$ cat src/rtl/banco_reg_sb_pkg.sv
// Shared processor constants for the register bank.
// The decoder imports the same register-index names, so both sides agree on them.
package banco_reg_sb_pkg;

    localparam int unsigned DATA_W_DEF   = 8;
    localparam int unsigned ADDR_W_DEF   = 3;
    localparam int unsigned LINK_REG_IDX = 5;

    // REG_LINK must stay equal to LINK_REG_IDX.
    typedef enum logic [2:0] {
        REG_ZERO   = 3'd0,
        REG_LINK   = 3'd5,
        REG_SUBSEQ = 3'd6
    } reg_name_e;

endpackage

$ cat src/rtl/banco_reg_read_port.sv
// One combinational read port: hard-zero, write forwarding, link forwarding,
// then the stored value and its stored busy bit.
module banco_reg_read_port
    import banco_reg_sb_pkg::*;
#(
    parameter int unsigned DATA_W   = DATA_W_DEF,
    parameter int unsigned ADDR_W   = ADDR_W_DEF,
    parameter int unsigned LINK_REG = LINK_REG_IDX,
    parameter bit          ZERO_R0  = 1'b0
) (
    input  logic [ADDR_W-1:0]                         rd_addr_i,
    input  logic                                      wr_en_i,
    input  logic [ADDR_W-1:0]                         wr_addr_i,
    input  logic [DATA_W-1:0]                         wr_data_i,
    input  logic                                      link_en_i,
    input  logic [DATA_W-1:0]                         link_data_i,
    input  logic [(1<<ADDR_W)-1:0][DATA_W-1:0]        regs_i,
    input  logic [(1<<ADDR_W)-1:0]                    busy_i,
    output logic [DATA_W-1:0]                         rd_data_o,
    output logic                                      rd_busy_o
);

    localparam logic [ADDR_W-1:0] LINK_A = ADDR_W'(LINK_REG);

    logic hit_zero_s;
    logic hit_wr_s;
    logic hit_link_s;

    // Classify the read address against the in-flight write and link update.
    always_comb begin
        hit_zero_s = (ZERO_R0 == 1'b1) && (rd_addr_i == {ADDR_W{1'b0}});
        hit_wr_s   = wr_en_i && (rd_addr_i == wr_addr_i);
        hit_link_s = link_en_i && (rd_addr_i == LINK_A)
                     && !(wr_en_i && (wr_addr_i == LINK_A));
    end

    // Priority mux; a forwarded value is by definition no longer pending.
    always_comb begin
        rd_data_o = regs_i[rd_addr_i];
        rd_busy_o = busy_i[rd_addr_i];
        if (hit_zero_s) begin
            rd_data_o = {DATA_W{1'b0}};
            rd_busy_o = 1'b0;
        end else if (hit_wr_s) begin
            rd_data_o = wr_data_i;
            rd_busy_o = 1'b0;
        end else if (hit_link_s) begin
            rd_data_o = link_data_i;
            rd_busy_o = 1'b0;
        end else begin
            rd_data_o = regs_i[rd_addr_i];
            rd_busy_o = busy_i[rd_addr_i];
        end
    end

endmodule

$ cat src/rtl/banco_reg_sb.sv
// 1-write/3-read register file with link register, forwarding, optional zero
// register and a pending-write scoreboard with occupancy counter.
module banco_reg_sb
    import banco_reg_sb_pkg::*;
#(
    parameter int unsigned DATA_W   = DATA_W_DEF,
    parameter int unsigned ADDR_W   = ADDR_W_DEF,
    parameter int unsigned LINK_REG = LINK_REG_IDX,
    parameter bit          ZERO_R0  = 1'b0
) (
    input  logic              clock,
    input  logic              reset,
    input  logic [ADDR_W-1:0] rd_addr_a,
    input  logic [ADDR_W-1:0] rd_addr_b,
    input  logic [ADDR_W-1:0] rd_addr_s,
    output logic [DATA_W-1:0] rd_data_a,
    output logic [DATA_W-1:0] rd_data_b,
    output logic [DATA_W-1:0] rd_data_s,
    output logic              rd_busy_a,
    output logic              rd_busy_b,
    output logic              rd_busy_s,
    input  logic              wr_en,
    input  logic [ADDR_W-1:0] wr_addr,
    input  logic [DATA_W-1:0] wr_data,
    input  logic              rsv_en,
    input  logic [ADDR_W-1:0] rsv_addr,
    input  logic              link_en,
    input  logic [DATA_W-1:0] pc_value,
    output logic [ADDR_W:0]   pend_cnt
);

    localparam int unsigned       NREG   = 1 << ADDR_W;
    localparam logic [ADDR_W-1:0] LINK_A = ADDR_W'(LINK_REG);
    localparam logic [ADDR_W-1:0] ZERO_A = {ADDR_W{1'b0}};

    logic [NREG-1:0][DATA_W-1:0] regs_q, regs_d;
    logic [NREG-1:0]             busy_q, busy_d;
    logic [ADDR_W:0]             cnt_q, cnt_d;

    logic [DATA_W-1:0] link_data_s;
    logic              wr_eff_s;
    logic              rsv_eff_s;
    logic              link_eff_s;
    logic              inc_s;
    logic              dec_s;

    // Qualify requests: register 0 may be hard-wired, and a write beats the link.
    always_comb begin
        link_data_s = pc_value + {{(DATA_W-1){1'b0}}, 1'b1};
        wr_eff_s    = wr_en  && !((ZERO_R0 == 1'b1) && (wr_addr  == ZERO_A));
        rsv_eff_s   = rsv_en && !((ZERO_R0 == 1'b1) && (rsv_addr == ZERO_A));
        link_eff_s  = link_en && !(wr_eff_s && (wr_addr == LINK_A))
                      && !((ZERO_R0 == 1'b1) && (LINK_A == ZERO_A));
    end

    // Next storage and busy state; a same-cycle reserve keeps the entry busy.
    always_comb begin
        regs_d = regs_q;
        busy_d = busy_q;
        for (int i = 0; i < NREG; i++) begin
            regs_d[i] = (wr_eff_s && (wr_addr == ADDR_W'(i))) ? wr_data :
                        (link_eff_s && (LINK_A == ADDR_W'(i))) ? link_data_s :
                        regs_q[i];
            busy_d[i] = (rsv_eff_s && (rsv_addr == ADDR_W'(i))) ? 1'b1 :
                        (wr_eff_s && (wr_addr == ADDR_W'(i))) ? 1'b0 :
                        busy_q[i];
        end
    end

    // Occupancy moves by at most one per cycle in each direction, so it never wraps.
    always_comb begin
        inc_s = rsv_eff_s && !busy_q[rsv_addr];
        dec_s = wr_eff_s && busy_q[wr_addr]
                && !(rsv_eff_s && (rsv_addr == wr_addr));
        cnt_d = cnt_q + {{ADDR_W{1'b0}}, inc_s} - {{ADDR_W{1'b0}}, dec_s};
    end

    // State registers with synchronous reset.
    always_ff @(posedge clock) begin
        if (reset) begin
            regs_q <= {(NREG*DATA_W){1'b0}};
            busy_q <= {NREG{1'b0}};
            cnt_q  <= {(ADDR_W+1){1'b0}};
        end else begin
            regs_q <= regs_d;
            busy_q <= busy_d;
            cnt_q  <= cnt_d;
        end
    end

    assign pend_cnt = cnt_q;

    banco_reg_read_port #(
        .DATA_W(DATA_W), .ADDR_W(ADDR_W), .LINK_REG(LINK_REG), .ZERO_R0(ZERO_R0)
    ) u_port_a (
        .rd_addr_i(rd_addr_a), .wr_en_i(wr_en), .wr_addr_i(wr_addr),
        .wr_data_i(wr_data), .link_en_i(link_en), .link_data_i(link_data_s),
        .regs_i(regs_q), .busy_i(busy_q),
        .rd_data_o(rd_data_a), .rd_busy_o(rd_busy_a)
    );

    banco_reg_read_port #(
        .DATA_W(DATA_W), .ADDR_W(ADDR_W), .LINK_REG(LINK_REG), .ZERO_R0(ZERO_R0)
    ) u_port_b (
        .rd_addr_i(rd_addr_b), .wr_en_i(wr_en), .wr_addr_i(wr_addr),
        .wr_data_i(wr_data), .link_en_i(link_en), .link_data_i(link_data_s),
        .regs_i(regs_q), .busy_i(busy_q),
        .rd_data_o(rd_data_b), .rd_busy_o(rd_busy_b)
    );

    banco_reg_read_port #(
        .DATA_W(DATA_W), .ADDR_W(ADDR_W), .LINK_REG(LINK_REG), .ZERO_R0(ZERO_R0)
    ) u_port_s (
        .rd_addr_i(rd_addr_s), .wr_en_i(wr_en), .wr_addr_i(wr_addr),
        .wr_data_i(wr_data), .link_en_i(link_en), .link_data_i(link_data_s),
        .regs_i(regs_q), .busy_i(busy_q),
        .rd_data_o(rd_data_s), .rd_busy_o(rd_busy_s)
    );

endmodule

$ cat config.mk
export PLATFORM = sky130hd
export DESIGN_NAME = banco_reg_sb
export DESIGN_NICKNAME = d
export VERILOG_FILES = /design/src/rtl/banco_reg_sb_pkg.sv /design/src/rtl/banco_reg_read_port.sv /design/src/rtl/banco_reg_sb.sv
export SDC_FILE = /design/constraint.sdc
export NUM_CORES = 1
export LEC_CHECK = 0
export CORE_MARGIN = 5
export CORE_UTILIZATION = 57
export DETAILED_ROUTE_END_ITERATION = 7
export GPL_ROUTABILITY_DRIVEN = 0
export PLACE_DENSITY_LB_ADDON = 0.1
export SYNTH_ARGS = -nofsm -noshare
export SYNTH_HDL_FRONTEND = slang
export SYNTH_SLANG_ARGS = --single-unit
$ cat constraint.sdc
create_clock -name clock -period 3.2 [get_ports clock]
set_input_delay 0.48 -clock clock [delete_from_list [all_inputs] [get_ports clock]]
set_output_delay 0.48 -clock clock [all_outputs]
set_load 0.1 [all_outputs]
Word-level counts from Yosys, hierarchy flattened
Index checks and enable logic that the tools add are counted.

$add $sub $neg: 3. $lt $le $gt $ge: 5. Equality and inequality tests: 21. Multiplexer cells: 46. Reduce and logical (&&, ||, !) cells: 44.

Operators by type and width (count): 8-bit 2-to-1 mux (11); 8-bit binary-select mux with 3-bit select (3); 3-bit equality test (second input constant) (11); 1-bit logical AND (30); 1-bit 2-to-1 mux (27); 3-bit by 4-bit less-than comparator with 1-bit output (second input constant) (5); 2-bit nonzero test (9); 1-bit binary-select mux with 3-bit select (5); 3-bit by 2-bit equality test with 1-bit output (second input constant) (4); 3-bit equality test (4); 8-bit by 1-bit adder with 8-bit output (second input constant) (1); 3-bit by 1-bit equality test with 1-bit output (second input constant) (2); 3-bit zero test (2); 4-bit by 1-bit adder with 4-bit output (1); 4-bit by 1-bit subtractor with 4-bit output (1); 1-bit zero test (3).

Flip-flop bits (word level): 76. Input port bits: 36. Output and inout port bits: 31. Word-level logic and storage cells: 136.

Logic depth before layout (Yosys ltp)
Gate-level depths: netlist of the first run.

Depth after elaboration: 6. Depth in mapped cells: 13. Depth with buffers taken out: 11.

Cells and area by module
A second synthesis of the first run with hierarchy kept.

Cells, all modules: 578. Area total of the unflattened synthesis: 5735.5 µm².

By module, submodules not included: banco_reg_sb (times used 1, cells an instance 401, area an instance 3228.1 µm², seq. area each 1521.5 µm²); banco_reg_read_port (times used 3, cells an instance 59, area an instance 835.8 µm², seq. area each 0.0 µm²).

Least setup slack after synthesis of the first run
No wires, ideal clock.

Path kind: input port to output port. From: input port wr_addr[2]. To: output port rd_data_s[6]. Data arrival time: 3.570 ns. Data required time: 2.720 ns. Path slack: -0.850 ns. Stages on the path: 6. Path buffers: 2. Cell sequence: buf_2 xnor2_1 and4_1 buf_2 nor2_1 a221oi_1.

Longest elaborated chain between the ends: 6. Elaborated cells on any way between the ends: 8. Those cells by class: eq/ne (2); mux (2); reduce/logical (4).

Ends and longest elaborated chain: start: declaration (line banco_reg_sb.sv:23) `input logic [ADDR_W-1:0] wr_addr,`; 3-bit equality test (line banco_reg_read_port.sv:34) `&& !(wr_en_i && (wr_addr_i == LINK_A));`; 1-bit logical AND (line banco_reg_read_port.sv:34); 1-bit zero test (line banco_reg_read_port.sv:34); 1-bit logical AND (line banco_reg_read_port.sv:34); 8-bit 2-to-1 mux (line banco_reg_read_port.sv:47) `end else if (hit_link_s) begin`; 8-bit 2-to-1 mux (*) (line banco_reg_read_port.sv:44) `end else if (hit_wr_s) begin`; end: declaration (line banco_reg_sb.sv:18) `output logic [DATA_W-1:0] rd_data_s,`.

Every way passes the cells marked *; elsewhere a longest branch is shown, timed or not.

Final worst setup path of the first run
From: input port rd_addr_s[0]. To: output port rd_data_s[5].

Longest elaborated chain between the ends: 5. Elaborated cells on any way between the ends: 9. Those cells by class: eq/ne (2); mux (4); reduce/logical (3).

Ends and longest elaborated chain: start: declaration (line banco_reg_sb.sv:15) `input logic [ADDR_W-1:0] rd_addr_s,`; parallel branches: the longest is 4 deep, another holds 8-bit binary-select mux with 3-bit select; 8-bit 2-to-1 mux (*) (line banco_reg_read_port.sv:44).

Every way passes the cells marked *. The select of a mux whose other input is x is not followed.

==> results of run 1 <==
==> registers in the layout, indices dropped and copies added (netlist names) <==
register	count
busy_q	8
regs_q	64
pend_cnt	4
==> per-layer routing <==
| layer | wire length [microns] | track usage | share of wire | vias up |
|---|---|---|---|---|
| met2 | 7670 | 0.460 | 0.45 | 368 |
| li1 | - | - | - | 2314 |
| met5 | 0 | 0 | 0 | - |
| met4 | 288 | 0.104 | 0.017 | 0 |
| met3 | 2330 | 0.0848 | 0.14 | 34 |
| met1 | 6750 | 0.420 | 0.40 | 2439 |
==> cell usage in the layout (no fill, tap or decap), types with 4 or more instances in the layout <==
cell and instances:
sky130_fd_sc_hd__nor3_1 5, sky130_fd_sc_hd__nor2b_1 13, sky130_fd_sc_hd__dfxtp_1 76, sky130_fd_sc_hd__buf_12 33, sky130_fd_sc_hd__clkdlybuf4s50_1 37, sky130_fd_sc_hd__a32oi_1 4, sky130_fd_sc_hd__inv_1 6, sky130_fd_sc_hd__nor2_1 31
sky130_fd_sc_hd__ha_1 5, sky130_fd_sc_hd__a22oi_1 4, sky130_fd_sc_hd__mux2i_1 27, sky130_fd_sc_hd__nand3_1 7, sky130_fd_sc_hd__clkbuf_8 9, sky130_fd_sc_hd__nand2_1 145, sky130_fd_sc_hd__o221ai_1 9, sky130_fd_sc_hd__mux4_1 13
sky130_fd_sc_hd__nand4_1 7, sky130_fd_sc_hd__buf_4 25, sky130_fd_sc_hd__xnor2_1 16, sky130_fd_sc_hd__a21oi_1 68, sky130_fd_sc_hd__and4_1 5, sky130_fd_sc_hd__a211oi_1 4, sky130_fd_sc_hd__mux4_2 45, sky130_fd_sc_hd__a22o_1 6
sky130_fd_sc_hd__o211ai_1 4
==> worst register-to-register path, cell delays in order, from the launching register on <==
cell	delay [ns]
sky130_fd_sc_hd__dfxtp_1	0.41
sky130_fd_sc_hd__mux4_2	0.48
sky130_fd_sc_hd__mux2i_1	0.14
sky130_fd_sc_hd__nand2_1	0.08
sky130_fd_sc_hd__ha_1	0.29
sky130_fd_sc_hd__inv_1	0.04
sky130_fd_sc_hd__ha_1	0.19
sky130_fd_sc_hd__fa_1	0.39
sky130_fd_sc_hd__xnor2_1	0.17
sky130_fd_sc_hd__nor2_1	0.05
==> final timing paths <==
| path | from | to | slack [ns] |
|---|---|---|---|
| setup reg to reg | busy_q[4] | pend_cnt[2] | 0.84 |
| setup / recovery | rd_addr_s[0] | rd_data_s[5] | 0.15 |
| hold / removal | regs_q[61] | regs_q[61] | 0.49 |
| hold reg to reg | regs_q[61] | regs_q[61] | 0.49 |
==> cells by family (layout without fill, tap and decap cells) <==
group | Yosys count | in the layout | synth area share
AOI/OAI and AO/OA | 118 | 118 | 0.132
and+or+nand+nor | 232 | 232 | 0.198
buffers and inverters | 56 | 118 | 0.0554
muxes | 86 | 86 | 0.296
adders and majority gates | 6 | 6 | 0.0149
xor gates and xnor gates | 18 | 18 | 0.0285
DFF | 76 | 76 | 0.275
==> power groups by stage <==
| stage | clock, W | sequential, W | combinational [W] |
|---|---|---|---|
| after floorplan | 0 | 0.00111 | 0.000564 |
| final | 0.000789 | 0.00103 | 0.000946 |
| after CTS | 0.000794 | 0.00102 | 0.000943 |
| after global placement | 0 | 0.00104 | 0.000926 |
| after detailed placement | 0 | 0.00105 | 0.000940 |
| after global routing | 0.000840 | 0.00103 | 0.000988 |
==> layout make-up <==
class,instances,area (sq um),area share
multi-input cells,460,3730,0.543
flip-flops and latches,76,1520,0.221
repair buffers,96,1220,0.178
well taps,133,166,0.0242
clock buffers,9,124,0.0180
clock inverters,7,82.6,0.0120
inverters,6,22.5,0.00328
==> metrics by stage <==
step           setup TNS, ns  std cells  total power, W
2_1_floorplan         -0.844        592         0.00168
3_3_place_gp               0        771         0.00197
3_5_place_dp               0        771         0.00199
4_1_cts                    0        787         0.00276
5_1_grt                    0        787         0.00286
6_report                   0        787         0.00276
==> results.txt, run 1 <==
----------------------------------------------------
[Global routing]
  Global-route usage over all layers ... 0.304
  Maximum number of pins on one net before global-route repair ... between 40 and 50
  Vias in the first global route ... 5031
  Remaining global-route overflow ... 0
  Number of antenna violations at the first check in global routing ... 0
  First-pass GRT wire length ... around 27000 microns

[Setup path]
  WP buf/inv ... 3
  Critical path peak fanout ... 8
  Worst-case reg-to-reg path depth ... 9
  Crit start category ... input pin
  CP top delay family ... buffers and inverters
  Arr. time, crit path ... 2.57 ns
  Delay of the slowest cell on the worst path ... 0.71 ns
  Worst path cell trace ... clkdlybuf4s50_1 > buf_4 > mux4_2 > mux2i_1 > o221ai_1 > buf_12
  Element type at the critical path end ... primary output
  Slowest CP cell ... sky130_fd_sc_hd__clkdlybuf4s50_1
  Data required time at the worst endpoint ... roughly 2.7 ns
  Classification of the worst setup path ... input pin to primary output
  Path length in cells of the critical path ... 6

[Die]
  Horizontal die dimension ... 108 microns
  Vertical die dimension ... 108 microns
  Die footprint ... 11800 sq um
  Placeable Area ... roughly 9600 sq um
  I/O pin total ... 67
  Number of standard-cell rows in the floorplan ... 36
  Initial Utilization ... 0.576

[Synth]
  Count of yosys warnings during synthesis ... 0
  Cell types with the highest counts after synthesis ... sky130_fd_sc_hd__nand2_1, sky130_fd_sc_hd__dfxtp_1, sky130_fd_sc_hd__a21oi_1
  Post-synth ARST share ... 0
  Most numerous cell in the Yosys netlist ... sky130_fd_sc_hd__nand2_1
  Mean instance size in the synthesized netlist ... around 9.3 sq um
  Seq/Total Area, Yosys ... 0.275
  Number of flops mapped to enable cells by yosys ... 0
  Unique cell type count in the Yosys netlist ... 53
  Share of the synthesized area in the top cell type ... 0.275
  Top cells by area in the synthesized netlist ... sky130_fd_sc_hd__dfxtp_1, sky130_fd_sc_hd__mux4_2, sky130_fd_sc_hd__nand2_1
  Post-synthesis instance area ... 5530 sq um
  Most frequently used flop master after synthesis ... sky130_fd_sc_hd__dfxtp_1
  Cell type contributing the most total cell area after synthesis ... sky130_fd_sc_hd__dfxtp_1
  Syn Nets ... 634
  Cell count after synthesis ... between 500 and 600
  Register bit count reported by yosys ... 76

[Drt]
  # DRC ... 0
  Average wire per standard cell ... 21.6 microns
  DR vias ... 5155
  Overall routed net length ... around 17000 microns
  Via density ... between 6 and 7
  DRT Pass-1 Iters ... 5
  Drt first-iter violations ... between 600 and 700
  Residual antenna-violating net count after detailed routing ... 0

[Final layout]
  Total number of nets in the final design ... approximately 690
  Synthesis-to-layout area growth ... 24.3%
  Fraction of final layout cells with drive strength greater than 1 ... 0.219
  Post-layout instance area ... between 6000 and 7000 sq um
  Utilization after layout ... 0.716
  Final antenna diode count ... 0
  Number of filler instances in the final layout ... 716

[STA]
  Clk_skew ... 0.00558 ns
  Worst Slack Setup Final ... 0.148 ns
  Setup-failing EPs final ... 0
  Max-slew violation total from the final report ... 0
  Relative slew slack ... 0.348
  Unrepaired setup endpoints after global routing ... false
  Max Clk Rate ... about 330 MHz
  Share of the cycle needed by the critical path after routing ... 0.954
  Period minus WS final ... roughly 3 ns
  Worst Tran Pin Value ... ~0.97 ns
  Post-Route Hold Slack ... a little under 0.5 ns
  Hold Fails Final Rpt ... 0

[Power]
  Sequential Power Share ... 0.372
  P_int ... approximately 0.0017 W
  Switching power share of the total ... 0.377
  Combinational share of power ... 0.343
  Switching pwr ... 0.00104 W
  Leak pwr ... around 2.5 nW
  PwrDens ... 402 nW/um^2
  Worst supply voltage drop on vdd ... 390 uV
  Clock share of power ... 0.286

[Clock tree]
  Clock latency of the later-clocked register in the worst-skew pair ... around 0.36 ns
  Post_cts resized ... 0
  Post-CTS setup repair buffer count ... 0
  H-Tree Level Count ... 3
  TritonCTS buffer count ... 9
  Number of buffers on the longest clock path ... 2
  Clock transition at the registers of the reported paths ... approximately 0.080 ns
  Clock root buffer ... sky130_fd_sc_hd__clkbuf_8
  # hold bufs at CTS ... 0
  CTS sink cnt ... between 70 and 80
  Clock tree from TritonCTS ... done

[Run]
  Maxcap violations ... 0

[Place]
  Post-placement setup slack ... ~0.0090 ns
  Post-DP HPWL ... between 10000 and 15000 microns
  PortBufs ... 66
  Placed Area ... about 6700 sq um

[Hold path]
  Path class of the lowest-slack min-delay path ... register to register
  Number of cells on the worst hold path ... 2

[Outcome]
  Outcome ... finished, final reports clean

----------------------------------------------------
Note: power is estimated with default switching activity, not from simulation.
==> inputs of run 2 (changes only) <==
--- a/config.mk
+++ b/config.mk
@@ -6,7 +6,7 @@
 export NUM_CORES = 1
 export LEC_CHECK = 0
 export CORE_MARGIN = 5
-export CORE_UTILIZATION = 57
+export CORE_UTILIZATION = 50
 export DETAILED_ROUTE_END_ITERATION = 7
 export GPL_ROUTABILITY_DRIVEN = 0
 export PLACE_DENSITY_LB_ADDON = 0.1
==> results.txt, run 2 (synthesized netlist as in run 1, its figures left out) <==
----------------------------------------------------
[Clock tree]
  Clock root buffer ... sky130_fd_sc_hd__clkbuf_8
  Clock latency of the later-clocked register in the worst-skew pair ... 0.37 ns (about the same)
  Post-CTS setup repair buffer count ... 0 (unchanged)
  TritonCTS buffer count ... 9 (unchanged)
  H-Tree Level Count ... 3 (unchanged)
  Clock tree from TritonCTS ... done
  Clock transition at the registers of the reported paths ... 0.08 ns (about the same)
  Number of buffers on the longest clock path ... 2 (unchanged)
  # hold bufs at CTS ... 0 (unchanged)
  CTS sink cnt ... 76 (unchanged)

[Power]
  Switching power share of the total ... 0.356 (-0.0202)
  Combinational share of power ... 0.338 (-0.005)
  Switching pwr ... 0.00101 W (-2.6%)
  Total power ... 0.00284 W (+2.9%)
  Clock share of power ... 0.302 (+0.016)
  Leak pwr ... 2.57 nW (+1.6%)
  Worst supply voltage drop on vdd ... 429 uV (+9.9%)
  Sequential Power Share ... 0.361 (-0.011)
  PwrDens ... 408 nW/um^2 (+1.7%)
  P_int ... 0.00183 W (+6.2%)

[STA]
  Unrepaired setup endpoints after global routing ... false
  Worst Tran Pin Value ... 0.964 ns (-0.0101 ns)
  Clk_skew ... 0.00974 ns (+0.00416 ns)
  Post-Route Hold Slack ... 0.484 ns (-0.00507 ns)
  Max-slew violation total from the final report ... 0 (unchanged)
  Setup TNS ... 0 ns (unchanged)
  Period minus WS final ... 3.10 ns (+0.0462 ns)
  Setup-failing EPs final ... 0 (unchanged)
  Hold Fails Final Rpt ... 0 (unchanged)
  Relative slew slack ... 0.355 (+0.00673)
  Max Clk Rate ... 323 MHz (-1.5%)
  Share of the cycle needed by the critical path after routing ... 0.968 (+0.0144)

[Global routing]
  Remaining global-route overflow ... 0 (unchanged)
  Vias in the first global route ... 4860 (-3.4%)
  First-pass GRT wire length ... 27500 microns (+0.84%)
  Global-route usage over all layers ... 0.273 (-0.0305)
  Number of antenna violations at the first check in global routing ... 0 (unchanged)
  Maximum number of pins on one net before global-route repair ... 44 (+4.8%)

[Final layout]
  Post-layout instance area ... 6950 sq um (+1.2%)
  Total number of nets in the final design ... 694 (+0.43%)
  Most flops, register ... regs_q
  Number of flip-flops in the largest register ... 64 (unchanged)
  Final antenna diode count ... 0 (unchanged)
  Most frequent standard cell in the layout excluding fill and tap cells ... sky130_fd_sc_hd__nand2_1
  Synthesis-to-layout area growth ... 25.8%
  Leading cell types in the layout, fill and taps excluded ... sky130_fd_sc_hd__nand2_1, sky130_fd_sc_hd__dfxtp_1, sky130_fd_sc_hd__a21oi_1, sky130_fd_sc_hd__mux4_2, sky130_fd_sc_hd__clkdlybuf4s50_1
  Fraction of final layout cells with drive strength greater than 1 ... 0.223 (+0.00391)

[Setup path]
  Critical path peak fanout ... 21 (+13)
  Arr. time, crit path ... 2.62 ns (+0.05 ns)
  Cell with the most instances on the worst path ... sky130_fd_sc_hd__buf_12
  Slowest CP cell ... sky130_fd_sc_hd__mux4_1
  CP top delay family ... multiplexers
  Classification of the worst setup path ... input pin to primary output
  Worst path cell trace ... clkdlybuf4s50_1 > buf_12 > mux4_1 > mux2i_1 > o221ai_1 > buf_12
  Crit start category ... input pin
  WP buf/inv ... 3 (unchanged)
  Element type at the critical path end ... primary output
  Data required time at the worst endpoint ... 2.72 ns (about the same)
  Delay of the slowest cell on the worst path ... 0.58 ns (-0.13 ns)

[Drt]
  # DRC ... 0 (unchanged)
  DR vias ... 5050 (-2.0%)
  Overall routed net length ... 17800 microns (+4.5%)
  DRT Pass-1 Iters ... 5 (unchanged)
  Residual antenna-violating net count after detailed routing ... 0 (unchanged)
  Drt first-iter violations ... 446 (-29%)
  Via density ... 6.34 (-3.1%)
  Average wire per standard cell ... 22.4 microns (+3.3%)

[Place]
  PortBufs ... 66 (unchanged)
  Post-DP HPWL ... 12800 microns (-0.30%)
  Placed Area ... 6720 sq um (+0.84%)

[Die]
  Die footprint ... 13300 sq um (+13%)
  Horizontal die dimension ... 115 microns (+6.1%)
  Number of standard-cell rows in the floorplan ... 38 (+5.6%)
  Initial Utilization ... 0.510 (-0.0662)
  Vertical die dimension ... 115 microns (+6.1%)
  I/O pin total ... 67 (unchanged)
  Placeable Area ... 10800 sq um (+13%)

[Outcome]
  Outcome ... finished, final reports clean

[Run]
  Maxcap violations ... 0 (unchanged)

[Hold path]
  Path class of the lowest-slack min-delay path ... register to register

----------------------------------------------------
-- run 2: tightest hold or removal path: stages (launching register included) --
cell                      delay [ns]
sky130_fd_sc_hd__dfxtp_1        0.33
sky130_fd_sc_hd__nand2_1        0.06
sky130_fd_sc_hd__a21oi_1        0.05
-- run 2: power by group through the flow --
stage | sequential, W | combinational [W] | clock (W)
floorplan | 0.00111 | 0.000564 | 0
global placement | 0.00104 | 0.000945 | 0
detailed placement | 0.00104 | 0.000954 | 0
CTS | 0.00102 | 0.000956 | 0.000859
global route | 0.00103 | 0.00100 | 0.000908
finish | 0.00102 | 0.000959 | 0.000857
-- run 2: path summary, 6_finish.rpt --
check                                   from           end  slack [ns]  cells past startpoint
worst min register to register    regs_q[59]    regs_q[59]        0.48                      2
worst max-delay path            rd_addr_a[0]  rd_data_a[4]        0.10                      6
worst min-delay path              regs_q[59]    regs_q[59]        0.48                      2
worst max register to register     busy_q[3]   pend_cnt[2]        0.85                      9
-- run 2: cell type report --
cell class                      instances  area (sq um)
Tap cell                              140           175
Clock inverter                          4          72.6
Multi-Input combinational cell        460          3740
Timing Repair Buffer                   99          1270
Fill cell                             912          3890
Clock buffer                           11           151
Inverter                                6          22.5
Sequential cell                        76          1520
-- run 2: layer usage --
metal / GRT usage / part of all wire
met2: 0.444 / 0.47
met1: 0.372 / 0.41
met3: 0.0511 / 0.10
met4: 0.0845 / 0.020
met5: 0 / 0
-- run 2: metrics by stage --
step	utilization	worst slack, ns	instances
after floorplan	-	-0.179	592
after global placement	0.620	0.125	781
after detailed placement	0.620	0.0724	781
after CTS	0.641	0.136	796
after global routing	0.642	0.00747	796
final	0.642	0.102	796
-- run 2: timing repair --
action                     4_1_cts  5_1_grt
hold endpoints to repair         0        0
gates resized for setup          0        1
setup endpoints to repair        0        1
